File: config.mk
export PLATFORM = sky130hd
export DESIGN_NAME = muntjac_fetch_queue
export DESIGN_NICKNAME = d
export VERILOG_FILES = /design/src/rtl/muntjac_fetch_queue.sv
export SDC_FILE = /design/constraint.sdc
export NUM_CORES = 1
export LEC_CHECK = 0
export ABC_AREA = 1
export CORE_MARGIN = 2
export CORE_UTILIZATION = 35
export CTS_CLUSTER_SIZE = 14
export DETAILED_ROUTE_END_ITERATION = 6
export GPL_TIMING_DRIVEN = 0
export PLACE_DENSITY = 0.61
export SYNTH_ARGS = -nofsm -noshare
export SYNTH_HDL_FRONTEND = slang
export SYNTH_SLANG_ARGS = --single-unit
File: constraint.sdc
create_clock -name clk_i -period 7.29 [get_ports clk_i]
set_clock_uncertainty 0.05 [all_clocks]
set_input_delay 1.458 -clock clk_i [delete_from_list [all_inputs] [get_ports clk_i]]
set_output_delay 1.458 -clock clk_i [all_outputs]
set_load 0.05 [all_outputs]
File: src/rtl/muntjac_fetch_queue.sv
// muntjac_fetch_queue: circular fetch queue with optional empty-queue bypass and flush
module muntjac_fetch_queue #(
  parameter int unsigned DataWidth   = 128,
  parameter int unsigned Depth       = 4,
  parameter bit          FallThrough = 1'b1
) (
  input  logic                         clk_i,
  input  logic                         rst_ni,
  input  logic                         flush_i,
  input  logic                         in_valid_i,
  output logic                         in_ready_o,
  input  logic [DataWidth-1:0]         in_data_i,
  output logic                         out_valid_o,
  input  logic                         out_ready_i,
  output logic [DataWidth-1:0]         out_data_o,
  output logic [$clog2(Depth+1)-1:0]   count_o
);
  localparam int unsigned PtrW = Depth > 1 ? $clog2(Depth) : 1;
  localparam int unsigned CntW = $clog2(Depth + 1);
  logic [DataWidth-1:0] mem [Depth];
  logic [PtrW-1:0] wptr, rptr;
  logic [CntW-1:0] count;
  logic empty, push, pop, wr, rd;
  function automatic logic [PtrW-1:0] inc(input logic [PtrW-1:0] p);
    return p == PtrW'(Depth - 1) ? '0 : p + 1'b1;
  endfunction
  assign empty       = count == '0;
  assign in_ready_o  = !flush_i && (count < CntW'(Depth));
  assign out_valid_o = !flush_i && (!empty || (FallThrough && in_valid_i));
  assign out_data_o  = empty ? in_data_i : mem[rptr];
  assign push        = in_valid_i && in_ready_o;
  assign pop         = out_valid_o && out_ready_i;
  assign wr          = push && !(empty && pop);
  assign rd          = pop && !empty;
  assign count_o     = count;
  // pointer and occupancy bookkeeping; flush and reset both empty the queue
  always_ff @(posedge clk_i or negedge rst_ni)
    if (!rst_ni) begin
      wptr  <= '0;
      rptr  <= '0;
      count <= '0;
    end else if (flush_i) begin
      wptr  <= '0;
      rptr  <= '0;
      count <= '0;
    end else begin
      if (wr) wptr <= inc(wptr);
      if (rd) rptr <= inc(rptr);
      count <= count + CntW'(wr) - CntW'(rd);
    end
  // payload storage, deliberately not reset
  always_ff @(posedge clk_i)
    if (wr) mem[wptr] <= in_data_i;
endmodule

==> flow_results.org, run 1 <==
** Timing
- Fin worst setup slack :: 2.39 ns
- The number of hold-slack violations in the final timing report is 0.
- Subtracting the final worst setup slack from the clock period gives 4.90 ns.
- Number of max-slew violations in the final report :: 0
- Actual slew at the worst max-slew pin :: 0.739 ns
- Setup violations remaining at the end of the flow were counted as 0.
- Final critical-path share of the clock period :: 67.2%
- Headroom to the max-slew limit :: 50.6%
- Final hold analysis gives a worst-case slack of 0.547 ns.
- Setup repair after global routing left no endpoint under its margin.
- For this run, the top clock speed supported by timing is 204 MHz.

** Global route
- For this run the aggregate overflow at the end of global routing stands at 0.
- The initial antenna violation count is 3.
- Maximum number of pins on one net before global-route repair :: 29
- Wire length of the first global-routing pass :: 87100 um
- Tot GR Track Use :: 18.2%
- Number of global-route vias before repair :: 14300

** Floorplan
- Effective utilization at floorplan :: 35.5%
- Number of placement rows :: 89
- Floorplan die width :: 249 um
- The die covers 62100 um2.
- Die Span Y :: 249 um
- Number of top-level pins :: 266
- Placeable core region :: 59200 um2

** Finish
- The repair_antennas step left the layout with diodes totalling 0.
- The area growth from synthesis to layout is 27.9%.
- After routing the design area is 26900 um2.
- Fraction of final layout cells sized beyond drive strength 1 :: 9.04%
- Commonest non-fill, non-tap cells in the layout :: sky130_fd_sc_hd__nor2_1 (646), sky130_fd_sc_hd__edfxtp_1 (512), sky130_fd_sc_hd__clkdlybuf4s50_1 (265)
- At the end of the flow, the number of nets in the layout was 2200.
- Post-layout instance count excluding filler cells :: 2875
- The library cell used most frequently in the layout, excluding fill and tap cells, is sky130_fd_sc_hd__nor2_1.

** Placed design
- The congestion estimate from routability-driven global placement came to 0.787.
- Place WS :: 2.44 ns
- The HPWL after detailed placement is 36600 um.
- The count of buffers added on input and output ports is 265.
- After detailed placement, the total cell area comes to 25100 um2.
- Placed cell count :: 2774

** Pwr
- Overall power :: 11.7 mW
- For this design the ratio of total power to cell area is 434 nW/um2.
- Static power due to leakage :: 9.16 nW
- Worst voltage drop across the vdd grid :: 0.377 mV

** Drt
- Dividing the detail-routed wire length by the instance count gives 20.3 um.
- Remaining antenna violation count after routing :: 0
- Vias per cell :: 5.04
- Detailed-routing iteration count for the pre-antenna-repair pass :: 5
- For this block, the via count after detailed routing is 14500.
- Summed over all layers, the routed wires come to 58300 um.
- First DRT Iteration DRCs :: 1214
- Post-detailed-route DRC marker count :: 0

** Logic synthesis
- In the synthesized netlist, the number of instances is 1715.
- The synthesized netlist occupies a cell area of 21000 um2.
- After synthesis, the share of flip-flops with an asynchronous set or reset is 1.35%.
- Post-Synthesis Net Count :: 1856
- For this run, the leading register cell type out of synthesis is sky130_fd_sc_hd__edfxtp_1.
- Unique masters post-synth :: 27
- Fraction of the yosys area taken by sequential cells :: 73.9%
- Yosys reg bits :: 519
- During synthesis, Yosys emitted a total of 0 warnings.
- Yosys mapped a number of flops with a built-in enable equal to 512.
- In this run the mean area of a mapped cell was 12.3 um2.

** Min path
- Worst Hold Depth :: 2
- In this run the worst hold path is classified as reg -> reg.
- In this run the most critical hold path is launched from wptr[1].
- For hold timing, the worst endpoint is wptr[1].

** Worst setup path
- The worst register-to-register path has a depth of 6.
- The critical path is of the in -> out type.
- Worst reg2reg path startpoint :: count_o[2]
- For the worst setup path, the data required time is 5.78 ns.
- For flop-to-flop paths, the worst setup slack is 4.30 ns.
- Critical path startpoint category :: primary input
- Highest fanout seen on the critical path :: 5
- Setup crit end kind :: output pin
- In this run the critical register-to-register path is captured at mem[2][61].
- For the worst setup path, the data arrival time is 3.39 ns.
- Critical path startpoint :: in_data_i[31]

** Status
- The run finished with clean final reports.

** Clock network
- Insertion delay to the later sink of the worst-skew pair :: 0.61 ns
- The clock passes through at most 3 buffers.
- Clock Pin Slew Worst Setup and Hold Paths :: 0.06 ns
- CTS Root Buffer Type :: sky130_fd_sc_hd__clkbuf_16
- Once the clock tree was built, the setup fixing pass inserted 0 buffers.
- H-tree Lvls :: 2
- The clock drives 519 sinks.
- Clock tree from TritonCTS :: done
- Number of buffers created by CTS :: 56
- In this run, post-CTS hold repair placed 0 buffers.
- Post-cts repair resize count :: 0

** Flow run
- Maximum Capacitance Violations :: 0
metal layers:
| layer | share of wire (%) | routed length (um) | GRT usage [%] | up-vias |
|---|---|---|---|---|
| met4 | 2.1 | 1240 | 5.61 | 4 |
| met3 | 7.6 | 4410 | 4.09 | 83 |
| met2 | 48 | 28300 | 30.1 | 557 |
| li1 | - | - | - | 6834 |
| met1 | 42 | 24400 | 24.1 | 7025 |
| met5 | 0.046 | 27 | 0 | - |
registers in the layout, summed over array words and instances (netlist names):
signal	cells
mem	512
wptr	2
count_o	3
rptr	2
critical path, stage by stage:
cell	delay, ns
sky130_fd_sc_hd__clkdlybuf4s50_1	0.61
sky130_fd_sc_hd__nor2_1	0.08
sky130_fd_sc_hd__a31oi_1	0.35
sky130_fd_sc_hd__clkdlybuf4s50_1	0.89
metrics by stage:
step,TNS [ns],utilization (%)
5_1_grt,0,45.4
3_5_place_dp,0,42.4
3_3_place_gp,-3049.48,41.6
2_1_floorplan,-344.42,-
6_report,0,45.4
4_1_cts,0,45.4
power breakdown:
group / total, mW / leakage, nW / switching (mW) / internal (mW)
clock network: 2.77 / 0.864 / 1.13 / 1.64
logic: 5.44 / 3.56 / 3.87 / 1.58
registers: 3.48 / 4.74 / 0.0380 / 3.44
total: 11.7 / 9.16 / 5.03 / 6.65
cells by family (layout without fill, tap and decap cells):
| kind of cell | after synthesis | after routing | share of synthesized area (%) |
|---|---|---|---|
| compound gates | 386 | 386 | 9.95 |
| xor+xnor | 1 | 1 | 0.0416 |
| fa+ha+maj | 8 | 8 | 0.512 |
| buf+inv | 129 | 516 | 3.46 |
| flops | 519 | 519 | 73.9 |
| simple gates | 672 | 672 | 12.1 |
how the worst max path moves through the flow:
stage                                 to  cells after the start  slack (ns)
after detailed placement  out_data_o[31]                      4        2.44
after floorplan                mem[0][0]                      4       -0.67
final                     out_data_o[31]                      4        2.39
after global placement        mem[3][63]                      5       -6.06
after CTS                 out_data_o[31]                      4        2.44
after global routing      out_data_o[82]                      7        2.32
synth_stat cells (3+ instances only):
library cell,n,area (um2)
sky130_fd_sc_hd__clkbuf_1,23,86.3
sky130_fd_sc_hd__nor2_1,650,2440
sky130_fd_sc_hd__nand3_1,7,35.0
sky130_fd_sc_hd__buf_4,19,143
sky130_fd_sc_hd__clkbuf_2,9,45.0
sky130_fd_sc_hd__dfrtp_1,7,175
sky130_fd_sc_hd__edfxtp_1,512,15400
sky130_fd_sc_hd__nand2_1,8,30.0
sky130_fd_sc_hd__o21ai_1,127,636
sky130_fd_sc_hd__ha_1,7,87.6
sky130_fd_sc_hd__a31oi_1,128,801
sky130_fd_sc_hd__inv_1,13,48.8
sky130_fd_sc_hd__nand4_1,3,18.8
sky130_fd_sc_hd__buf_6,13,146
sky130_fd_sc_hd__buf_2,48,240
sky130_fd_sc_hd__o21ai_0,130,651
area by class of cell:
class / instances / area, um2
repair buffers: 286 / 3100
clock inverters: 28 / 289
multi-input cells: 1067 / 4790
plain buffers: 113 / 664
clock buffers: 73 / 1490
inverters: 16 / 62.6
fillers: 5378 / 32300
well taps: 773 / 967
flip-flops and latches: 519 / 15500
Note: power is estimated with default switching activity, not from simulation.
==> run 2, diff against run 1 <==
PLACE_DENSITY = 0.59   (was 0.61)
clock period = 5.05 ns   (was 7.29 ns; I/O delays follow)
==> flow_results.org, run 2 (synthesis gave the netlist of run 1 again) <==
** Status
- The flow ran to the end, and the final reports show no timing, DRC or antenna violations.

** Timing
- Setup violations remaining at the end of the flow were counted as 0.
- Setup repair after global routing left no endpoint under its margin.
- The worst path meets setup with 0.749 ns of slack.
- For the pin with the worst max-slew slack, the measured transition is 0.653 ns.
- Clock period minus final worst setup slack :: 4.30 ns
- The number of max-slew violations in the final report is 0.
- Final count of hold timing violations :: 0
- Headroom to the max-slew limit came out at 56.4%.
- Based on the critical path, the design can be clocked at up to 232 MHz.
- Final critical-path share of the clock period :: 85.2%
- Summed over all failing endpoints, the final setup total negative slack is 0 ns.

** Finish
- The register with the most flip-flops in the layout has 512 of them.
- After filler insertion, the fill cell instance count of the layout stands at 5315.
- Final net count :: 2198
- Fraction of final layout cells sized beyond drive strength 1 :: 9.21%
- Leaving out fill and tap cells, the most frequent cell in the layout is sky130_fd_sc_hd__nor2_1.
- Across the whole layout, storage elements account for 15500 um2.
- Signed area change from the synthesized netlist to the final layout :: 27.4%
- Combined area of the multi-input logic cells :: 4790 um2
- More flip-flops sit in one register than any other, and that register is mem.
- The top cell types in the final layout, fill and taps aside, are sky130_fd_sc_hd__nor2_1 (646), sky130_fd_sc_hd__edfxtp_1 (512), sky130_fd_sc_hd__clkdlybuf4s50_1 (265).
- Final core utilization :: 45.2%
- With fillers left out, the area of the finished cells amounts to 26800 um2.

** Floorplan
- The die is 249 um tall.
- Die Footprint :: 62100 um2
- In this run the count of I/O pins placed on the die edge is 266.
- For this configuration, the core starts out at a cell density of 35.5%.
- Number of placement rows :: 89
- In this run the horizontal extent of the chip is 249 um.
- Placeable core region :: 59200 um2

** Clock network
- Buffers added to address setup during post-CTS repair amount to 0.
- Count of clock tree sinks :: 519
- TritonCTS built the clock tree.
- Clock tree buffer depth :: 3
- The tree is rooted in a sky130_fd_sc_hd__clkbuf_16.
- Clock tree synthesis inserted a total of 55 buffers.
- Insertion delay to the later sink of the worst-skew pair :: 0.60 ns
- Post-cts repair resize count :: 0
- H-tree Lvls :: 2
- Buffers inserted to repair hold after CTS numbered 0.
- Clock-pin slew was measured on the worst setup and hold paths at 0.06 ns.

** Global route
- Tot GR Track Use :: 18.3%
- The initial antenna violation count came to 1.
- Wire length of the first global-routing pass :: 87500 um
- Number of global-route vias before repair :: 14200
- Grt total ovfl :: 0
- Entering global routing, the biggest net connects 28 pins.

** Drt
- The first TritonRoute pass finished after 5 iterations.
- Wires add up to 58700 um.
- The detailed router finished its first iteration with 1222 violations.
- Remaining antenna violation count after routing :: 0
- Vias per cell :: 5.06
- After detailed routing, the average wire length per cell comes to 20.5 um.
- Detailed routing inserted a total of 14500 vias.
- After detailed routing, the number of remaining DRC violations is 0.

** Placed design
- Post-detail-place hpwl :: 37000 um
- Port buffering added 265 buffers.
- Gp weighted congestion :: 0.776
- Place WS :: 0.867 ns
- Summing all placed instances gives a cell area of 25100 um2.

** Worst setup path
- Setup Crit Path Kind :: reg -> out
- Endpoint of the worst-slack reg-to-reg timing path :: mem[3][60]
- The worst register-to-register path begins at count_o[2].
- FF-to-FF path depth :: 6
- Setup crit end kind :: output pin
- Tracing the worst setup path back leads to its startpoint at rptr[0].
- Setup slack of the worst register-to-register path :: 2.09 ns
- The most critical setup path has its endpoint at out_data_o[4].
- Critical path startpoint category :: register
- Arrival time at the worst endpoint :: 3.24 ns
- Of all nets on the critical path, the largest fanout is 10.
- Data required time at the worst endpoint :: 3.99 ns

** Flow run
- Across the run, the number of max-cap violations was 0.

** Pwr
- Summed over all cells, the static leakage comes to 9.12 nW.
- Overall power :: 16.7 mW
- Dividing total power by cell area gives a power density of 623 nW/um2.
- The worst-case IR drop observed on VDD is 0.470 mV.

** Min path
- In this run the worst hold path is classified as reg -> reg.
[run 2: cell count changes in the layout (fill, tap and decap cells not counted), moves of 2 or more]
cell                         previous run  this run
sky130_fd_sc_hd__clkinv_1              14        11
sky130_fd_sc_hd__clkinvlp_4             0         2
sky130_fd_sc_hd__bufinv_16              6         3
sky130_fd_sc_hd__clkinv_2               5        11
sky130_fd_sc_hd__clkbuf_1              39        33
sky130_fd_sc_hd__inv_6                  3         1
[run 2: critical path, stage by stage, from the launching register on]
cell and delay (ns):
sky130_fd_sc_hd__dfrtp_1 0.39, sky130_fd_sc_hd__buf_6 0.15, sky130_fd_sc_hd__inv_4 0.08, sky130_fd_sc_hd__buf_6 0.20
sky130_fd_sc_hd__clkbuf_1 0.45, sky130_fd_sc_hd__o21ai_0 0.22, sky130_fd_sc_hd__a31oi_1 0.28, sky130_fd_sc_hd__clkdlybuf4s50_1 0.87
[run 2: worst min path at each step]
stage,startpoint,end,slack [ns],depth (start not counted)
after floorplan,wptr[1],wptr[1],0.47,2
final,wptr[1],wptr[1],0.52,2
after detailed placement,wptr[1],wptr[1],0.51,2
after global placement,wptr[1],wptr[1],0.49,2
after global routing,wptr[1],wptr[1],0.57,2
after CTS,wptr[1],wptr[1],0.52,2
[run 2: layer usage]
metal  vias up  part of all wire [%]  track usage [%]
li1       6821                     -                -
met1      7087                    41             23.8
met2       523                    49             31.0
met3        99                   7.3             3.83
met4         2                   2.3             5.18
met5         -                 0.019                0
[run 2: through the flow]
stage / std cells / hold slack, ns
2_1_floorplan: 1715 / 0.470
3_3_place_gp: 2753 / 0.491
3_5_place_dp: 2773 / 0.511
4_1_cts: 2869 / 0.521
5_1_grt: 2869 / 0.573
6_report: 2870 / 0.517
[run 2: power breakdown]
group          leakage (nW)  switching, mW  internal [mW]
sequential             4.74         0.0550           4.96
clock                 0.828           1.63           2.20
combinational          3.56           5.57           2.28
[run 2: area by class of cell]
class | count | area share [%]
flip-flops and latches | 519 | 58.0
multi-input cells | 1067 | 17.9
repair buffers | 285 | 11.5
clock buffers | 67 | 5.46
well taps | 773 | 3.61
plain buffers | 113 | 2.48
clock inverters | 29 | 0.836
inverters | 16 | 0.233
diodes | 1 | 0.00934
